**src/rtl/flag_branch_unit_pkg.sv**
```systemverilog
// Shared types for the flag/branch path: NZCV flag layout, ARM condition codes,
// branch kinds and resolve-FSM states.
package flag_pkg;

    typedef struct packed {
        logic n;
        logic z;
        logic c;
        logic v;
    } nzcv_t;

    typedef enum logic [3:0] {
        COND_EQ = 4'h0, COND_NE = 4'h1, COND_CS = 4'h2, COND_CC = 4'h3,
        COND_MI = 4'h4, COND_PL = 4'h5, COND_VS = 4'h6, COND_VC = 4'h7,
        COND_HI = 4'h8, COND_LS = 4'h9, COND_GE = 4'hA, COND_LT = 4'hB,
        COND_GT = 4'hC, COND_LE = 4'hD, COND_AL = 4'hE, COND_NV = 4'hF
    } cond_e;

    typedef enum logic [1:0] {
        BR_B    = 2'b00,
        BR_COND = 2'b01,
        BR_CBZ  = 2'b10,
        BR_CBNZ = 2'b11
    } br_type_e;

    typedef enum logic {
        ST_IDLE = 1'b0,
        ST_DONE = 1'b1
    } state_e;

    localparam nzcv_t NZCV_RESET = 4'b0000;

endpackage

```
**src/rtl/flag_branch_unit_if.sv**
```systemverilog
// EX-stage flag/branch bundle between the pipeline (master) and flag_branch_unit (slave).
interface flag_branch_unit_if;
    logic       ex_valid;
    logic       ex_set_flags;
    logic       alu_negative;
    logic       alu_zero;
    logic       alu_overflow;
    logic       alu_carry_out;
    logic       br_valid;
    logic [1:0] br_type;
    logic [3:0] br_cond;
    logic       br_reg_zero;
    logic       stall;
    logic       flush;
    logic [3:0] nzcv;
    logic       br_taken;
    logic       br_done;
    logic       flag_hazard;

    modport master (
        output ex_valid, ex_set_flags, alu_negative, alu_zero, alu_overflow,
               alu_carry_out, br_valid, br_type, br_cond, br_reg_zero, stall, flush,
        input  nzcv, br_taken, br_done, flag_hazard
    );

    modport slave (
        input  ex_valid, ex_set_flags, alu_negative, alu_zero, alu_overflow,
               alu_carry_out, br_valid, br_type, br_cond, br_reg_zero, stall, flush,
        output nzcv, br_taken, br_done, flag_hazard
    );
endinterface

```
**src/rtl/flag_branch_unit_cond_eval.sv**
```systemverilog
// Pure combinational ARM condition evaluator; shared with the conditional-select unit.
module cond_eval
    import flag_pkg::*;
(
    input  cond_e cond_i,
    input  nzcv_t flags_i,
    output logic  taken_o
);

    always_comb begin
        taken_o = 1'b1;
        case (cond_i)
            COND_EQ: taken_o =  flags_i.z;
            COND_NE: taken_o = !flags_i.z;
            COND_CS: taken_o =  flags_i.c;
            COND_CC: taken_o = !flags_i.c;
            COND_MI: taken_o =  flags_i.n;
            COND_PL: taken_o = !flags_i.n;
            COND_VS: taken_o =  flags_i.v;
            COND_VC: taken_o = !flags_i.v;
            COND_HI: taken_o =  (flags_i.c & !flags_i.z);
            COND_LS: taken_o = !(flags_i.c & !flags_i.z);
            COND_GE: taken_o =  (flags_i.n == flags_i.v);
            COND_LT: taken_o =  (flags_i.n != flags_i.v);
            COND_GT: taken_o =  (!flags_i.z & (flags_i.n == flags_i.v));
            COND_LE: taken_o = !(!flags_i.z & (flags_i.n == flags_i.v));
            default: taken_o = 1'b1;
        endcase
    end

endmodule

```
**src/rtl/flag_branch_unit.sv**
```systemverilog
// NZCV flag register and branch resolver feeding the PC-select mux.
// Optional live-flag forwarding is compiled in with `define FLAG_BRANCH_FWD_EN.
module flag_branch_unit
    import flag_pkg::*;
(
    input logic                clk,
    input logic                rst_n,
    flag_branch_unit_if.slave  bus
);

    nzcv_t  flags_q, flags_d;
    nzcv_t  alu_flags, eff_flags;
    logic   taken_q, taken_d;
    state_e state_q, state_d;
    logic   cond_taken, decision, hazard, flag_wr, br_fire;

    assign alu_flags = '{n: bus.alu_negative, z: bus.alu_zero,
                         c: bus.alu_carry_out, v: bus.alu_overflow};
    assign flag_wr   = bus.ex_valid & bus.ex_set_flags & !bus.stall & !bus.flush;

`ifdef FLAG_BRANCH_FWD_EN
    // The branch is younger than the EX instruction, so it must see that instruction's flags.
    assign eff_flags = (bus.ex_valid & bus.ex_set_flags) ? alu_flags : flags_q;
    assign hazard    = 1'b0;
`else
    assign eff_flags = flags_q;
    assign hazard    = bus.br_valid & (bus.br_type == BR_COND) & bus.ex_valid
                     & bus.ex_set_flags & !bus.flush;
`endif

    cond_eval u_cond_eval (
        .cond_i  (cond_e'(bus.br_cond)),
        .flags_i (eff_flags),
        .taken_o (cond_taken)
    );

    always_comb begin
        decision = 1'b1;
        case (br_type_e'(bus.br_type))
            BR_B:    decision = 1'b1;
            BR_COND: decision = cond_taken;
            BR_CBZ:  decision = bus.br_reg_zero;
            BR_CBNZ: decision = !bus.br_reg_zero;
            default: decision = 1'b1;
        endcase
    end

    assign br_fire = bus.br_valid & !bus.stall & !bus.flush & !hazard;

    // DONE lasts one cycle unless another qualifying branch lands right behind it.
    always_comb begin
        flags_d = flag_wr ? alu_flags : flags_q;
        taken_d = br_fire ? decision : taken_q;
        state_d = br_fire ? ST_DONE : ST_IDLE;
    end

    always_ff @(posedge clk or negedge rst_n) begin
        if (!rst_n) begin
            flags_q <= NZCV_RESET;
            taken_q <= 1'b0;
            state_q <= ST_IDLE;
        end else begin
            flags_q <= flags_d;
            taken_q <= taken_d;
            state_q <= state_d;
        end
    end

    assign bus.nzcv        = flags_q;
    assign bus.br_taken    = taken_q;
    assign bus.br_done     = (state_q == ST_DONE);
    assign bus.flag_hazard = hazard;

endmodule

```
**src/flat_wrapper.sv**
```systemverilog
// flat-port wrapper written by rule: the top's interface ports become plain ports
module flag_branch_unit_flat import flag_pkg::*;
  (clk, rst_n, bus_ex_valid, bus_ex_set_flags, bus_alu_negative, bus_alu_zero, bus_alu_overflow, bus_alu_carry_out, bus_br_valid, bus_br_type, bus_br_cond, bus_br_reg_zero, bus_stall, bus_flush, bus_nzcv, bus_br_taken, bus_br_done, bus_flag_hazard);
  flag_branch_unit_if bus_i ();
  input logic clk;
  input logic rst_n;
  input wire logic [$bits(bus_i.ex_valid)-1:0] bus_ex_valid;
  input wire logic [$bits(bus_i.ex_set_flags)-1:0] bus_ex_set_flags;
  input wire logic [$bits(bus_i.alu_negative)-1:0] bus_alu_negative;
  input wire logic [$bits(bus_i.alu_zero)-1:0] bus_alu_zero;
  input wire logic [$bits(bus_i.alu_overflow)-1:0] bus_alu_overflow;
  input wire logic [$bits(bus_i.alu_carry_out)-1:0] bus_alu_carry_out;
  input wire logic [$bits(bus_i.br_valid)-1:0] bus_br_valid;
  input wire logic [$bits(bus_i.br_type)-1:0] bus_br_type;
  input wire logic [$bits(bus_i.br_cond)-1:0] bus_br_cond;
  input wire logic [$bits(bus_i.br_reg_zero)-1:0] bus_br_reg_zero;
  input wire logic [$bits(bus_i.stall)-1:0] bus_stall;
  input wire logic [$bits(bus_i.flush)-1:0] bus_flush;
  output wire logic [$bits(bus_i.nzcv)-1:0] bus_nzcv;
  output wire logic [$bits(bus_i.br_taken)-1:0] bus_br_taken;
  output wire logic [$bits(bus_i.br_done)-1:0] bus_br_done;
  output wire logic [$bits(bus_i.flag_hazard)-1:0] bus_flag_hazard;
  assign bus_i.ex_valid = bus_ex_valid;
  assign bus_i.ex_set_flags = bus_ex_set_flags;
  assign bus_i.alu_negative = bus_alu_negative;
  assign bus_i.alu_zero = bus_alu_zero;
  assign bus_i.alu_overflow = bus_alu_overflow;
  assign bus_i.alu_carry_out = bus_alu_carry_out;
  assign bus_i.br_valid = bus_br_valid;
  assign bus_i.br_type = bus_br_type;
  assign bus_i.br_cond = bus_br_cond;
  assign bus_i.br_reg_zero = bus_br_reg_zero;
  assign bus_i.stall = bus_stall;
  assign bus_i.flush = bus_flush;
  assign bus_nzcv = bus_i.nzcv;
  assign bus_br_taken = bus_i.br_taken;
  assign bus_br_done = bus_i.br_done;
  assign bus_flag_hazard = bus_i.flag_hazard;
  flag_branch_unit u_core (.clk(clk), .rst_n(rst_n), .bus(bus_i));
endmodule
```
**config.mk**
```make
export PLATFORM = sky130hd
export DESIGN_NAME = flag_branch_unit_flat
export DESIGN_NICKNAME = d
export VERILOG_FILES = /design/src/rtl/flag_branch_unit_pkg.sv /design/src/rtl/flag_branch_unit_if.sv /design/src/rtl/flag_branch_unit_cond_eval.sv /design/src/rtl/flag_branch_unit.sv /design/src/flat_wrapper.sv
export SDC_FILE = /design/constraint.sdc
export NUM_CORES = 1
export LEC_CHECK = 0
export CORE_AREA = 5 5 42 44
export DETAILED_ROUTE_END_ITERATION = 8
export DIE_AREA = 0 0 47 49
export HOLD_SLACK_MARGIN = 0.06
export PLACE_DENSITY = 0.75
export SYNTH_ARGS = -nofsm -noshare
export SYNTH_HDL_FRONTEND = slang
export SYNTH_SLANG_ARGS = --single-unit
```
**constraint.sdc**
```tcl
create_clock -name clk -period 1.35 [get_ports clk]
set_input_delay 0.135 -clock clk [delete_from_list [all_inputs] [get_ports clk]]
set_output_delay 0.135 -clock clk [all_outputs]
set_load 0.01 [all_outputs]
```
==> flow_metrics.tcl <==
set metrics [dict create \
    drive_gt1_share_pct 32.5 \
    cp_max_fo 2 \
    nets 100 \
    antenna_cells 0 \
    synthesis.nets 62 \
    seq_area_frac_synth_pct 35.9 \
    worstRegToRegCells 5 \
    arrival_ps 1530 \
    min_path_type "in2async" \
    groute.usage.overall_pct 13.0 \
    path_class "in2reg" \
    p_comb_share_pct 41.8 \
    numCtsBuffers 3 \
    cts.reportedPaths.clkPinSlew_ps 40 \
    ctsHoldBuffers 0 \
    grt_overflow 0 \
    end_kind "flip-flop" \
    setup_viol 1 \
    place_inst 93 \
    vias 462 \
    wire_per_inst_um 13.9 \
    synth_top_cell_by_area "dfrtp_1" \
    synthAdderAreaFrac_pct 0 \
    core_area_um2 1400 \
    die_x_um 47 \
    violations "setup timing" \
    syn-instance-count 44 \
    final-instance-count-excl-fill 96 \
    rows 14 \
    post-route-drc-count 0 \
    synthXorXnorAreaFrac_pct 10.5 \
    yosysWarnings 0 \
    crit_path_start_kind "primary input" \
    clk_latency_ps 240 \
    clockRootBuffer "clkbuf_4" \
    ctsLongestPathBuffers 2 \
    synth-compound-area-share_pct 9.88 \
    routabilityCongestion 0.772 \
    yosysMostFrequentCell "dfrtp_1" \
    grt_pass1_vias 472 \
    io_pins 25 \
    synth_edf_count 0 \
    dieArea_um2 2300 \
    clkSinkCount 6 \
    grt_max_degree 8 \
    powerDensity_nw_per_um2 892 \
    synth_top_family_by_area "simple AND/OR/NAND/NOR gates" \
    slowest_delay_ps 520 \
    postCtsSetupBuffers 0 \
    yosys.area.top_type_share_pct 35.9 \
    grt_setup_unrepaired "true" \
    drtAntennaViolNets 0 \
    synth.cell_area_um2 418 \
    finish.utilization_pct 57.9 \
    p_seq_share_pct 35.5 \
    clock_power_share_pct 22.6 \
    cts_tree "yes" \
    synth.distinct_cells 23 \
    dpl.hpwl_um 1090 \
    via_per_inst 4.81 \
    routed_wirelength_um 1340 \
    crit_chain "clkdlybuf4s50_1, mux2i_1, xor2_1, nor3b_1, nor4_2, a31oi_1" \
    syn_area_per_cell_um2 9.50 \
    clock.fmax_mhz 704 \
    syn2layout_area_growth_pct 94.0 \
    ys.flop_type "dfrtp_1" \
    critPathTopFamily "buffers and inverters" \
    p_sw_uw 222 \
    worst_slew_pin_slew_ps 348 \
    peakVddDrop_mv 0.616 \
    synth-simple-area-share_pct 27.8 \
    ys_ff_latch 6 \
    start_util_pct 29.8 \
    slew_headroom_pct 76.5 \
    synthTopCellsByArea "dfrtp_1 (36%), mux2_2 (8.1%), xnor2_1 (6.3%)" \
    cp.depth 6 \
    maxSlewViolCount 0 \
    fin_crit_sh_pct 105 \
    fin_ws_ps -70.1 \
    p_leak_nw 0.369 \
    finalCriticalPeriod_ps 1420 \
    p_int_uw 502 \
    h-tree-depth 1 \
    grt_antenna_before_repair 0 \
    grt_pass1_wl_um 2140 \
    portBuffers 24 \
    status "finished, violations left" \
    first_pass_iters 3 \
    power.share.switching_pct 30.6 \
    maxCapViolations 0 \
    synthMuxAreaShare_pct 12.9 \
    cp_num_buf_inv 1 \
    ys_async_sr_fraction_pct 100 \
    fin_skew_ps 1.33 \
    die_h_um 49 \
    dr.first_iter.drc_count 5 \
    cp_slowest_cell "clkdlybuf4s50_1" \
    finalHoldViolCount 0 \
    crit_required_ps 1460 \
]
registers in the layout, indices dropped and copies added, names as in the netlist:
name,count
u_core.bus.br_taken,1
u_core.bus.br_done,1
u_core.bus.nzcv,4
final timing paths:
path | startpoint | end | slack [ps]
setup / recovery | bus_br_cond[2] | u_core.bus.br_taken | -70
hold / removal | rst_n | u_core.bus.br_taken | 140
setup reg to reg | u_core.bus.nzcv[0] | u_core.bus.br_taken | -40
hold reg to reg | u_core.bus.nzcv[1] | u_core.bus.nzcv[1] | 580
max in group asynchronous | rst_n | u_core.bus.nzcv[0] | 970
min in group clk | bus_alu_zero | u_core.bus.nzcv[2] | 450
layout by cell type (no fill, tap or decap), types with 2 or more instances in the layout:
master and instances:
o21ai_1 2, inv_1 2, nand2_1 2, o211ai_1 2, mux2_2 3, clkbuf_4 3
xnor2_1 3, clkdlybuf4s50_1 18, dfrtp_2 2, buf_4 10, nand3b_1 3, mux2i_1 2
dlymetal6s2s_1 4, dfrtp_1 4, nand2b_1 2
what timing repair did:
action / CTS / global route
gates cloned: 0 / 0
pin swaps: 1 / 6
resized for setup: 7 / 11
setup endpoints to repair: 3 / 7
through the flow:
stage               setup WS (ps)  power, mW  instance area (um^2)  hold WS (ps)  TNS (ps)
floorplan                    88.6      0.375                   418          -161         0
global placement             -341      0.543                   748           392     -1050
detailed placement           -446      0.553                   748           399     -1360
CTS                         -48.3      0.724                   776           136     -48.3
global route                 -174      0.779                   811           155      -174
finish                      -70.1      0.723                   811           137     -70.1
cells by family after synthesis:
| family | after synthesis |
|---|---|
| xor gates and xnor gates | 5 |
| AOI/OAI and AO/OA | 7 |
| buffers and inverters | 3 |
| muxes | 5 |
| DFF | 6 |
| and+or+nand+nor | 18 |
power groups by stage:
stage | registers (mW) | clock network, mW | logic (mW)
after floorplan | 0.263 | 0 | 0.112
after global placement | 0.251 | 0 | 0.292
after detailed placement | 0.252 | 0 | 0.301
after CTS | 0.250 | 0.175 | 0.300
after global routing | 0.263 | 0.184 | 0.332
final | 0.257 | 0.164 | 0.303
per-layer routing:
| layer | share of wire (%) | track usage [%] |
|---|---|---|
| met1 | 38 | 15.2 |
| met3 | 6.4 | 1.48 |
| met4 | 3.4 | 8.29 |
| met5 | 0 | 0 |
| met2 | 52 | 21.0 |
layout make-up:
class	instances	area (um^2)
Tap cell	16	20.0
Fill cell	128	591
Inverter	2	7.51
Sequential cell	6	153
Clock buffer	3	22.5
Timing Repair Buffer	34	319
Multi-Input combinational cell	35	289
(Power assumes the default switching activity.)
==> edit 1: new RTL, config.mk and constraints unchanged <==
Make the reset (`rst_n`) synchronous in one clocked block.
--- a/src/rtl/flag_branch_unit.sv
+++ b/src/rtl/flag_branch_unit.sv
@@ -54,7 +54,7 @@
         state_d = br_fire ? ST_DONE : ST_IDLE;
     end
 
-    always_ff @(posedge clk or negedge rst_n) begin
+    always_ff @(posedge clk) begin
         if (!rst_n) begin
             flags_q <= NZCV_RESET;
             taken_q <= 1'b0;
Formal check against the unedited RTL: differs if rst_n is asserted again (counterexample within 4 cycles, from zero or initial values and one cycle with rst_n low); with rst_n held inactive, the same outputs for 10 cycles.
==> edit 1 against the original RTL <==
- the run still ends with setup timing left
- sequential cell count did not move
- utilization rose by 3.8 points
- largest power group is now sequential cells
- design area rose by 6.5%
- global-route usage fell by 1.5 points
- final cell count rose by 15%
- sequential power fell by 28%
- total power fell by 30%
- synthesized area rose by 6.9%
- setup slack improved by 0.043 ns
- non-clock buffer count rose by 5
- routed wire length rose by 0.30%
- critical path type is now flip-flop to flip-flop
==> edit 1: results <==
export IMPL_fin_area_sq_um=863
export IMPL_grt_use_met3=0.0554
export IMPL_fin_ws_ns=-0.0269
export IMPL_skew_ns=0.00261
export IMPL_slew_headroom=0.821
export IMPL_n_antenna_cell=0
export IMPL_slowest_delay_ns=0.36
export IMPL_postSynthCellCount=55
export IMPL_drive_gt1_frac=0.277
export IMPL_setup_viol=1
export IMPL_placed_area_sq_um=806
export IMPL_violations="setup timing"
export IMPL_dr_wl_met2_microns=655
export IMPL_avgRoutedWirePerCell_microns=12.2
export IMPL_dp_slack_ns=-0.322
export IMPL_grt_pass1_vias=508
export IMPL_cp_top_family="compound AO/OA/AOI/OAI gates"
export IMPL_drt_initial_drc_count=4
export IMPL_path_max_fanout=3
export IMPL_ys_seq_area_frac=0.269
export IMPL_grt_pass1_wl_microns=1960
export IMPL_gp_congestion=0.796
export IMPL_grtUsageMet1=0.121
export IMPL_vias=540
export IMPL_crit_path_top_delay_cell="dfxtp_4"
export IMPL_netlist_top_cells_area="dfxtp_1, mux2i_1, nor2b_1"
export IMPL_ir_drop_v=0.000571
export IMPL_syn_num_nets=73
export IMPL_route_met3_wl_microns=166
export IMPL_via_per_inst=4.91
export IMPL_status="complete, but fails checks"
export IMPL_met2_usage=0.201
export IMPL_dp_hpwl_microns=1080
export IMPL_firstDrtPassIters=4
export IMPL_fin_tns_setup_ns=-0.0269
export IMPL_num_nets_final=114
export IMPL_cp_arrival_ns=1.51
export IMPL_ys_types=25
[edit 1: cells by family after synthesis]
| group | after synthesis | synth area share |
|---|---|---|
| flops | 6 | 0.269 |
| simple gates | 24 | 0.319 |
| compound gates | 11 | 0.176 |
| buf+inv | 6 | 0.0644 |
| xor+xnor | 3 | 0.0588 |
| mux | 5 | 0.112 |
[edit 1: final timing paths]
| check | from | to | slack (ns) | cells after the start |
|---|---|---|---|---|
| hold reg to reg | u_core.bus.nzcv[2] | u_core.bus.nzcv[2] | 0.60 | 2 |
| setup / recovery | u_core.bus.nzcv[3] | u_core.bus.br_taken | -0.03 | 5 |
| setup reg to reg | u_core.bus.nzcv[3] | u_core.bus.br_taken | -0.03 | 5 |
| hold / removal | bus_alu_negative | u_core.bus.nzcv[3] | 0.51 | 3 |
[edit 1: where the power goes]
part | internal (W) | switching [W] | leakage [nW]
Sequential | 0.000180 | 0.00000432 | 0.0507
Combinational | 0.0000995 | 0.0000569 | 0.323
Clock | 0.000101 | 0.0000658 | 0.0138
Total | 0.000380 | 0.000127 | 0.388
[edit 1: tightest hold or removal path: stages]
cell,delay [ns]
clkdlybuf4s50_1,0.40
mux2i_1,0.13
nor2b_1,0.06
[edit 1: timing repair]
item | CTS | global route
endpoints found under the setup margin | 4 | 3
pin swaps | 1 | 5
gates cloned | 0 | 0
resized for setup | 10 | 3
hold endpoints to repair | 0 | 0
hold buffers | 0 | 0
buffers inserted | 0 | 1
[edit 1: cell type report]
type	instances	share of cell area
Inverter	3	0.0130
Timing Repair Buffer	39	0.407
Tap cell	16	0.0232
Clock buffer	3	0.0261
Sequential cell	6	0.149
Multi-Input combinational cell	43	0.381
==> edit 2: new RTL, same flow settings <==
Made on the original files. The option `FLAG_BRANCH_FWD_EN` is turned on by a define.
--- a/src/rtl/flag_branch_unit.sv
+++ b/src/rtl/flag_branch_unit.sv
@@ -1,5 +1,7 @@
 // NZCV flag register and branch resolver feeding the PC-select mux.
 // Optional live-flag forwarding is compiled in with `define FLAG_BRANCH_FWD_EN.
+`define FLAG_BRANCH_FWD_EN
+
 module flag_branch_unit
     import flag_pkg::*;
 (
Check against the original RTL: not equivalent (a bounded check fails within 4 cycles, from zero or initial values and one cycle with rst_n low).
==> edit 2 against the original RTL <==
- the run still ends with setup timing left
- setup slack got worse by 0.21 ns
- clock skew rose by 0.0018 ns
- hold slack got worse by 0.0049 ns
- synthesized area rose by 6.3%
- routed wire length rose by 4.0%
- design area fell by 0.93%
- largest power group unchanged
- sequential share of layout area fell by 0.14 points
- critical path type is now flip-flop to flip-flop
- total power rose by 9.3%
- sequential cell count did not move
- register-to-register slack got worse by 0.24 ns
- final cell count fell by 4.2%
==> edit 2: results <==
export IMPL_gp_congestion=0.702
export IMPL_dr_wl_met2_microns=806
export IMPL_num_nets_final=96
export IMPL_route_met3_wl_microns=92
export IMPL_skew_ns=0.00311
export IMPL_setup_viol=1
export IMPL_violations="setup timing"
export IMPL_drive_gt1_frac=0.276
export IMPL_totalWireLength_microns=1390
export IMPL_synth_compound_area_share=0.107
export IMPL_syn_area_per_cell_sq_um=11.4
export IMPL_netlist_top_cells_area="dfrtp_1, mux4_2, xor2_1"
export IMPL_fin_ws_ns=-0.278
export IMPL_grtUsageTotal=0.128
export IMPL_drt_initial_drc_count=3
export IMPL_ys_types=24
export IMPL_grt_pass1_vias=483
export IMPL_dr_max_layer_used="met3"
export IMPL_m1WireLength_microns=490
export IMPL_grt_pass1_wl_microns=2090
export IMPL_syn_num_nets=57
export IMPL_status="complete, but fails checks"
export IMPL_final_fill_count=136
export IMPL_grt_max_degree=7
export IMPL_total_leakage_power_nw=0.351
export IMPL_dp_cells=86
export IMPL_ir_drop_v=0.000492
export IMPL_synthXorXnorAreaFrac=0.138
export IMPL_switching_share=0.301
export IMPL_firstDrtPassIters=4
export IMPL_avgRoutedWirePerCell_microns=15.1
export IMPL_cp_arrival_ns=1.75
export IMPL_dp_hpwl_microns=1120
export IMPL_vias=469
export IMPL_path_max_fanout=3
edit 2: cell count changes after synthesis, moves of 2 or more:
| cell | change |
|---|---|
| inv_1 | -2 |
| mux2_1 | +3 |
| mux2_2 | -2 |
| mux2i_1 | -2 |
| mux4_2 | +2 |
| nand2_1 | -2 |
| nand3b_1 | -2 |
| xor2_1 | +3 |
edit 2: power groups by stage:
stage	Clock, W	Combinational (W)	Sequential, W
floorplan	0	0.000134	0.000260
global placement	0	0.000348	0.000243
detailed placement	0	0.000361	0.000245
CTS	0.000185	0.000364	0.000240
global route	0.000194	0.000408	0.000244
finish	0.000171	0.000381	0.000239
edit 2: per-layer routing:
layer / up-vias / track usage
met5: - / 0
met4: 0 / 0.0553
met3: 0 / 0.0406
met2: 15 / 0.215
met1: 235 / 0.141
li1: 219 / -
edit 2: cell type report:
class,instances,area share
repair buffers,35,0.388
clock buffers,3,0.0280
multi-input cells,32,0.372
well taps,16,0.0249
flip-flops and latches,6,0.187
edit 2: what timing repair did:
item | 4_1_cts | 5_1_grt
buffers inserted | 2 | 1
endpoints found under the setup margin | 5 | 6
resized for setup | 4 | 4
pin swaps | 0 | 3
edit 2: stage by stage:
| step | cell area, sq um | util | total power, W | worst slack (ns) |
|---|---|---|---|---|
| 2_1_floorplan | 444 | - | 0.000394 | -0.191 |
| 3_3_place_gp | 754 | 0.538 | 0.000592 | -0.471 |
| 3_5_place_dp | 754 | 0.538 | 0.000606 | -0.516 |
| 4_1_cts | 787 | 0.562 | 0.000789 | -0.248 |
| 5_1_grt | 803 | 0.573 | 0.000847 | -0.297 |
| 6_report | 803 | 0.573 | 0.000790 | -0.278 |
edit 2: critical path, cell delays in order (launching register included):
cell	delay, ns
dfrtp_1	0.40
xor2_1	0.17
mux4_2	0.51
xnor2_2	0.15
a22oi_1	0.17
a31oi_1	0.10
edit 2: final timing paths:
kind / endpoint / cells past startpoint / start / slack (ns)
worst min-delay path: u_core.bus.br_done / 1 / rst_n / 0.13
worst max register to register: u_core.bus.br_taken / 5 / u_core.bus.nzcv[0] / -0.28
worst max-delay path: u_core.bus.br_taken / 5 / u_core.bus.nzcv[0] / -0.28
worst min register to register: u_core.bus.nzcv[2] / 2 / u_core.bus.nzcv[2] / 0.62
max in group asynchronous: u_core.bus.nzcv[3] / 1 / rst_n / 1.00
min in group clk: u_core.bus.nzcv[3] / 2 / bus_alu_negative / 0.58
edit 2: kinds of logic after synthesis:
family	Yosys count
AND/OR/NAND/NOR	10
AO/OA/AOI/OAI	7
XOR/XNOR	7
multiplexers	7
flip-flops	6
buffers and inverters	1
other	1
